`src/rtl/bemf_accum.sv`:
```
// Back-EMF sampling pipeline: (adc_h - adc_l - calib), asymmetric deadband, per-channel accumulate.
// Optional macro BEMF_ACCUM_SAT_EN: saturate the accumulator instead of wrapping.
module bemf_accum #(
  parameter int unsigned NUM_CH = 4,
  parameter int unsigned CH_W   = (NUM_CH > 1) ? $clog2(NUM_CH) : 1,
  parameter int unsigned ADC_W  = 10,
  parameter int unsigned ACC_W  = 20,
  parameter int unsigned DB_POS = 20,
  parameter int unsigned DB_NEG = 22
) (
  input  logic              clk,
  input  logic              rst,
  input  logic [ADC_W-1:0]  adc_h,
  input  logic [ADC_W-1:0]  adc_l,
  input  logic [CH_W-1:0]   ch_in,
  input  logic              in_valid,
  input  logic              calib_we,
  input  logic [CH_W-1:0]   calib_ch,
  input  logic [ACC_W-1:0]  calib_data,
  input  logic              clr_valid,
  input  logic [CH_W-1:0]   clr_ch,
  input  logic [CH_W-1:0]   rd_ch,
  output logic [ACC_W-1:0]  rd_data,
  output logic              out_valid,
  output logic [CH_W-1:0]   out_ch,
  output logic [ACC_W-1:0]  out_bemf
);

  localparam logic signed [ACC_W-1:0] DB_POS_V = ACC_W'(DB_POS);
  localparam logic signed [ACC_W-1:0] DB_NEG_V = -ACC_W'(DB_NEG);

  logic signed [ACC_W-1:0] acc_q   [NUM_CH];
  logic signed [ACC_W-1:0] calib_q [NUM_CH];

  // Pipeline registers
  logic                    s0_v, s1_v, s2_v, s3_v;
  logic [CH_W-1:0]         s0_ch, s1_ch, s2_ch, s3_ch;
  logic [ADC_W-1:0]        s0_h, s0_l;
  logic signed [ACC_W-1:0] s1_diff, s1_calib;
  logic signed [ACC_W-1:0] s2_delta, s3_delta;

  logic signed [ACC_W-1:0] calib_sel;
  logic signed [ACC_W-1:0] d_c;
  logic signed [ACC_W-1:0] delta_c;
  logic signed [ACC_W-1:0] acc_cur;
  logic signed [ACC_W-1:0] acc_sum;
  logic                    s3_ok;
  logic                    s3_upd;
  logic                    clr_hit;

  // Calibration lookup for the sample entering S1 (pre-edge value, so same-cycle writes are not seen)
  always_comb begin
    calib_sel = '0;
    for (int unsigned i = 0; i < NUM_CH; i++) begin
      if (s0_ch == CH_W'(i)) calib_sel = calib_q[i];
    end
  end

  // Offset removal and asymmetric deadband
  always_comb begin
    d_c     = s1_diff - s1_calib;
    delta_c = d_c;
    if ((d_c >= DB_NEG_V) && (d_c <= DB_POS_V)) delta_c = '0;
  end

  // S3 accumulator read; out-of-range channels fall through without an update
  always_comb begin
    acc_cur = '0;
    s3_ok   = 1'b0;
    for (int unsigned i = 0; i < NUM_CH; i++) begin
      if (s3_ch == CH_W'(i)) begin
        acc_cur = acc_q[i];
        s3_ok   = 1'b1;
      end
    end
  end

`ifdef BEMF_ACCUM_SAT_EN
  localparam logic signed [ACC_W-1:0] ACC_MAX = {1'b0, {(ACC_W-1){1'b1}}};
  localparam logic signed [ACC_W-1:0] ACC_MIN = {1'b1, {(ACC_W-1){1'b0}}};
  logic signed [ACC_W:0] sum_ext;

  // One guard bit detects overflow; clamp toward the sign of the true sum
  always_comb begin
    sum_ext = {acc_cur[ACC_W-1], acc_cur} + {s3_delta[ACC_W-1], s3_delta};
    acc_sum = sum_ext[ACC_W-1:0];
    if (sum_ext[ACC_W] != sum_ext[ACC_W-1]) acc_sum = sum_ext[ACC_W] ? ACC_MIN : ACC_MAX;
  end
`else
  always_comb begin
    acc_sum = acc_cur + s3_delta;
  end
`endif

  always_comb begin
    s3_upd  = s3_v && s3_ok;
    clr_hit = clr_valid && (clr_ch == s3_ch);
  end

  // Datapath pipeline S0..S3
  always_ff @(posedge clk) begin
    if (rst) begin
      s0_v     <= 1'b0;
      s1_v     <= 1'b0;
      s2_v     <= 1'b0;
      s3_v     <= 1'b0;
      s0_ch    <= '0;
      s1_ch    <= '0;
      s2_ch    <= '0;
      s3_ch    <= '0;
      s0_h     <= '0;
      s0_l     <= '0;
      s1_diff  <= '0;
      s1_calib <= '0;
      s2_delta <= '0;
      s3_delta <= '0;
    end else begin
      s0_v     <= in_valid;
      s0_ch    <= ch_in;
      s0_h     <= adc_h;
      s0_l     <= adc_l;
      s1_v     <= s0_v;
      s1_ch    <= s0_ch;
      s1_diff  <= ACC_W'(s0_h) - ACC_W'(s0_l);
      s1_calib <= calib_sel;
      s2_v     <= s1_v;
      s2_ch    <= s1_ch;
      s2_delta <= delta_c;
      s3_v     <= s2_v;
      s3_ch    <= s2_ch;
      s3_delta <= s2_delta;
    end
  end

  // Calibration storage; writes to channels beyond NUM_CH match no entry
  always_ff @(posedge clk) begin
    if (rst) begin
      for (int unsigned i = 0; i < NUM_CH; i++) calib_q[i] <= '0;
    end else begin
      for (int unsigned i = 0; i < NUM_CH; i++) begin
        if (calib_we && (calib_ch == CH_W'(i))) calib_q[i] <= calib_data;
      end
    end
  end

  // Accumulator storage; a clear beats a same-channel update
  always_ff @(posedge clk) begin
    if (rst) begin
      for (int unsigned i = 0; i < NUM_CH; i++) acc_q[i] <= '0;
    end else begin
      for (int unsigned i = 0; i < NUM_CH; i++) begin
        if (clr_valid && (clr_ch == CH_W'(i))) acc_q[i] <= '0;
        else if (s3_upd && (s3_ch == CH_W'(i))) acc_q[i] <= acc_sum;
      end
    end
  end

  always_ff @(posedge clk) begin
    if (rst) begin
      out_valid <= 1'b0;
      out_ch    <= '0;
      out_bemf  <= '0;
    end else begin
      out_valid <= s3_upd;
      if (s3_upd) begin
        out_ch   <= s3_ch;
        out_bemf <= clr_hit ? '0 : acc_sum;
      end
    end
  end

  // Storage read port, no bypass from the in-flight S3 update
  always_comb begin
    rd_data = '0;
    for (int unsigned i = 0; i < NUM_CH; i++) begin
      if (rd_ch == CH_W'(i)) rd_data = acc_q[i];
    end
  end

endmodule
```
`config.mk`:
```
export PLATFORM = sky130hd
export DESIGN_NAME = bemf_accum
export DESIGN_NICKNAME = d
export VERILOG_FILES = /design/src/rtl/bemf_accum.sv
export SDC_FILE = /design/constraint.sdc
export NUM_CORES = 1
export LEC_CHECK = 0
export ABC_AREA = 1
export CAP_MARGIN = 10
export CORE_MARGIN = 2
export CORE_UTILIZATION = 54
export CTS_CLUSTER_DIAMETER = 120
export DETAILED_ROUTE_END_ITERATION = 8
export GPL_TIMING_DRIVEN = 1
export PLACE_DENSITY = 0.87
export SLEW_MARGIN = 20
export SYNTH_ARGS = -nofsm -noshare
export SYNTH_HDL_FRONTEND = slang
export SYNTH_SLANG_ARGS = --single-unit
```
`constraint.sdc`:
```
create_clock -name clk -period 3.1 [get_ports clk]
set_clock_uncertainty 0.15 [all_clocks]
set_input_delay 0.93 -clock clk [delete_from_list [all_inputs] [get_ports clk]]
set_output_delay 0.93 -clock clk [all_outputs]
set_load 0.02 [all_outputs]
```
# Yosys cells after proc, flatten, opt, wreduce, memory -nomap -nowiden

Memory sizes are Yosys's and may differ from the RTL's.
Index checks and enable logic that the tools add are counted.

Word-level logic and storage cells: 144
Memory bits (writable): 160
Input bits: 53
Register bits after elaboration: 135
Memories: 2
Output and inout bits: 43

Add/subtract/negate cells: 3
Eq/ne operators: 16
Reductions and logical operators: 21
Magnitude comparators: 2
Bitwise operators: 12
Muxes and demuxes: 71

Memories:

| name    | words | bits a word | read ports | clocked after memory_dff | wr ports | line | source |
|---|---|---|---|---|---|---|---|
| acc_q   | 4     | 20          | 4          | 0                        | 4        | 32   | `logic signed [ACC_W-1:0] acc_q [NUM_CH];` |
| calib_q | 4     | 20          | 4          | 0                        | 4        | 33   | `logic signed [ACC_W-1:0] calib_q [NUM_CH];` |

Operators with widths:

| kind                  | count |
|---|---|
| $mux W20              | 25 |
| $mux W1               | 46 |
| $add A20 B20 Y20      | 1 |
| $eq A2 B2 Y1 const B  | 10 |
| $ge A20 B6 Y1 const B | 1 |
| $le A20 B6 Y1 const B | 1 |
| $sub A20 B20 Y20      | 1 |
| $logic_and A1 B1 Y1   | 15 |
| $or A1 B1 Y1          | 12 |
| $sub A10 B10 Y11      | 1 |
| $eq A2 B1 Y1 const B  | 5 |
| $logic_not A2 Y1      | 5 |
| $eq A2 B2 Y1          | 1 |
| $reduce_or A2 Y1      | 1 |

# Logic depth before layout (Yosys ltp)

Depth in word-level cells: 12
Gate-level depth with buffers: 20
Depth with buffers taken out: 19

# Worst setup path before layout

OpenSTA, ideal clock, no wires.

Path type: flip-flop to flip-flop
Start point: reg s3_ch[1]
End point: mem acc_q[3][12], data pin
Data arrival time: 2.759 ns
Setup slack: -0.075 ns
Cell stages (with the launch flop): 18
Setup time: 0.266 ns
Path buffers: 2
Data required time: 2.684 ns
Period minus slack after synthesis: 3.175 ns
Cell sequence: dfxtp_1 -> clkbuf_1 -> nor2_1 -> inv_1 -> clkbuf_1 -> o221ai_1 -> o21ai_0 -> inv_1 -> ha_1 -> nand2_1 -> inv_1 -> nand2_1 -> nand3_1 -> a21oi_1 -> o21ai_0 -> or2_2 -> nand2_1 -> nor2_1

RTL lines:

| item                   | line | source |
|---|---|---|
| start, declared        | 37   | `logic [CH_W-1:0] s0_ch, s1_ch, s2_ch, s3_ch;` |
| start signal, assigned | 130  | `s3_ch <= s2_ch;` |
| end, declared          | 32   |  |

==> key figures <==
Setup path
  • Delay-heaviest family, CP: compound AO/OA/AOI/OAI gates
  • Crit path cell chain: clkinvlp_4 -> buf_6 -> a221oi_4 -> o22ai_2 -> ha_4 -> buf_6 -> nand3_2 -> and2_4 -> o21ai_4 -> inv_2 -> o21bai_4 -> nand3_2 -> nand2_1 -> nand2_1 -> nand2_2 -> nor2_1
  • Critical path peak fanout: 5
  • CP Class: flip-flop to flip-flop
  • CP arrival: about 3.3 ns
  • Slowest cell delay on critical path: between 0.4 and 0.5 ns
  • CP bufs+invs: 4
  • R2r setup slk: -0.02 ns
  • CP max-delay cell: dfxtp_4
  • Worst Setup End Kind: flip-flop
  • Critical Path Start Type: flip-flop
  • Worst EP required: 3.25 ns

Synth
  • Asr flop ratio synth: 0%
  • Seq/Total Area, Yosys: a little over half
  • #FFs+latches synth: 286
  • Unique cell type count in the Yosys netlist: 45
  • Most frequent cell after synthesis: nand2_1
  • Post-synth top area share: 34.9%
  • Synth Instances: around 1600
  • Multiplexer share of the synthesized area: 0%
  • Cell Area, Synth: roughly 14000 sq um
  • Synth Area in Simple Gates: between 20 and 25%
  • Mean post-synth cell area: between 8 and 9 sq um
  • Xor-xnor portion of the synthesized cell area: under 10%
  • Yosys Warn Count: 0
  • Post-synth EDFFs: 160
  • Largest family of logic cells by synthesized area: simple AND/OR/NAND/NOR gates
  • Syn_nets: 1712
  • Synth Area in Compound Gates: 9.90%
  • Main flop type after synthesis: edfxtp_1
  • Largest area contributor in the netlist: edfxtp_1
  • Commonest cells in the netlist: nand2_1, nor2_1, inv_1, edfxtp_1, dfxtp_1
  • Post-Synth Adder-Cell Area: under 10%
  • Synth top area cells: edfxtp_1, dfxtp_1, nand2_1

Cells and area
  • Layout cell share with drive strength beyond 1: 20.9%
  • Fillers: 1776
  • Finished Cell Area: 17500 sq um
  • Non-filler cells, final: between 2000 and 2500
  • Diodes inserted: 0
  • Area grow syn2layout: 27.0%
  • Layout net count: between 1500 and 2000

Clock tree
  • Worst-case clock buffer depth: 3
  • CTS tree: built
  • Clock latency on the worst-skew pair: roughly 0.56 ns
  • TritonCTS Sinks: 286
  • CTS buffer count: 29
  • Clock transition at path regs: roughly 0.070 ns
  • H-tree depth: 1
  • Root Buffer: clkbuf_16

Status
  • Status: complete, but fails checks
  • Failing checks: negative setup slack

Drt
  • Vias per cell: between 5 and 6
  • Post-detailed-route wirelength per cell: 17.1 um
  • DRT antenna net count: 0
  • Initial DRC Count: between 800 and 900
  • DRT Pass-1 Iters: 5
  • Vias: approximately 12000
  • Drt drc: 0
  • Final wirelength: between 30 and 40 mm

STA
  • Final Setup Violations: 2
  • Relative slew margins: about two fifths
  • FMAX: 320 MHz
  • Final worst setup slack: -0.0237 ns
  • Final-report max-slew violation count: 0
  • Final hold violations: 0
  • Fin crit share: 101%
  • Transition time of the tightest slew-check pin: about 0.9 ns
  • Setup TNS Final: -0.0283 ns
  • Minimum clock period: ~3.1 ns

Die
  • Chip width: 164 um
  • Die Ht: 164 um
  • Core Footprint: about 25000 sq um
  • Top Ports: 96
  • Rows: 58
  • Initial core utilization: 54.8%
  • DIE AREA: ~27000 sq um

GRT
  • GRT Overall Usage: 26.8%
  • Total gr overflow: 0
  • Largest net degree at the start of global routing: 76
  • Initial antenna violation count: 0
  • First-pass GRT wire length: 57.3 mm
  • Vias in the first global route: approximately 12000

Hold path
  • Hold Path Class: flip-flop to flip-flop

Placed design
  • Dpl ws: -0.799 ns
  • Dpl cell area: between 15000 and 20000 sq um
  • RePlAce Congestion: between 0.9 and 1
  • DP Wirelength: 25.3 mm
  • IO buf count: 95
  • Dpl cells: about 2100

Pwr
  • Leakage: around 7.7 nW
  • Post-route total power: 0.0104 W
  • Worst IR Drop VDD: roughly 470 uV
  • Pwr Density: about 600 nW/um^2

Run
  • Number of max-cap violations: 0
==> registers in the layout, summed over array words and instances, names as in the netlist, 2 cells and up <==
signal and flops:
s0_h 10, acc_q 80, s1_ch 2, s3_ch 2, calib_q 80, s2_delta 20
out_ch 2, s0_l 10, s3_delta 20, s1_calib 20, s1_diff 11, s2_ch 2
s0_ch 2, out_bemf 20
==> worst paths after layout <==
kind,startpoint,endpoint,cells after the start
setup / recovery,s3_ch[0],acc_q[0][16],16
hold reg to reg,s2_delta[14],s3_delta[14],2
setup reg to reg,s3_ch[0],acc_q[0][16],16
hold / removal,s2_delta[14],s3_delta[14],2
==> cell families (layout without fill, tap and decap cells) <==
| family | after synthesis | in the layout |
|---|---|---|
| XOR/XNOR | 16 | 16 |
| AO/OA/AOI/OAI | 230 | 230 |
| adder cells (fa/ha/maj) | 51 | 51 |
| buffers and inverters | 306 | 530 |
| AND/OR/NAND/NOR | 719 | 719 |
| flip-flops | 286 | 286 |
==> per-layer routing <==
| layer | global-route usage (%) | part of all wire, % | up-vias |
|---|---|---|---|
| li1 | - | - | 5652 |
| met1 | 30.1 | 37 | 5599 |
| met2 | 50.3 | 52 | 543 |
| met3 | 3.43 | 7.2 | 123 |
| met4 | 11.8 | 3.8 | 0 |
| met5 | 0 | 0 | - |
==> metrics by stage <==
step	utilization (%)	hold WS, ns
after detailed placement	63.1	0.245
after floorplan	-	0.238
after global placement	63.1	0.239
after global routing	69.6	0.249
after CTS	67.7	0.246
final	69.6	0.244
==> tightest hold or removal path, cell delays in order (launching register included) <==
cell     delay, ns
dfxtp_1       0.30
inv_1         0.04
nor2_1        0.03
==> report_power, final <==
part	internal [W]	switching (W)	total [W]
clock	0.00228	0.00150	0.00378
combinational	0.000857	0.00136	0.00222
sequential	0.00429	0.000130	0.00442
==> layout make-up <==
class                           count  area, sq um  area share (%)
Inverter                          246          927            5.31
Tap cell                          330          413            2.36
Multi-Input combinational cell   1016         5810            33.2
Clock inverter                     17          241            1.38
Clock buffer                       37          807            4.62
Sequential cell                   286         7340            42.0
Timing Repair Buffer              230         1940            11.1
==> placed cells by master (no fill, tap or decap), drive strengths merged, types with 7 or more instances in the layout <==
master | synthesis | layout
a21oi | 77 | 77
a221oi | 8 | 8
buf | 5 | 154
clkbuf | 55 | 40
clkdlybuf4s50 | 0 | 72
clkinv | 3 | 8
dfxtp | 126 | 126
edfxtp | 160 | 160
ha | 48 | 48
inv | 243 | 248
nand2 | 287 | 287
nand3 | 103 | 103
nand4 | 18 | 18
nor2 | 290 | 290
o211ai | 21 | 21
o21ai | 74 | 74
o221ai | 8 | 8
o22ai | 19 | 19
or2 | 10 | 10
xnor2 | 9 | 9
xor2 | 7 | 7
==> timing repair <==
item / in CTS / in global routing
hold buffers: 0 / 0
gates resized for setup: 113 / 112
gates cloned: 0 / 1
buffers inserted: 2 / 11
setup endpoints to repair: 80 / 102
pin swaps: 6 / 25
Note: power is estimated with default switching activity, not from simulation.
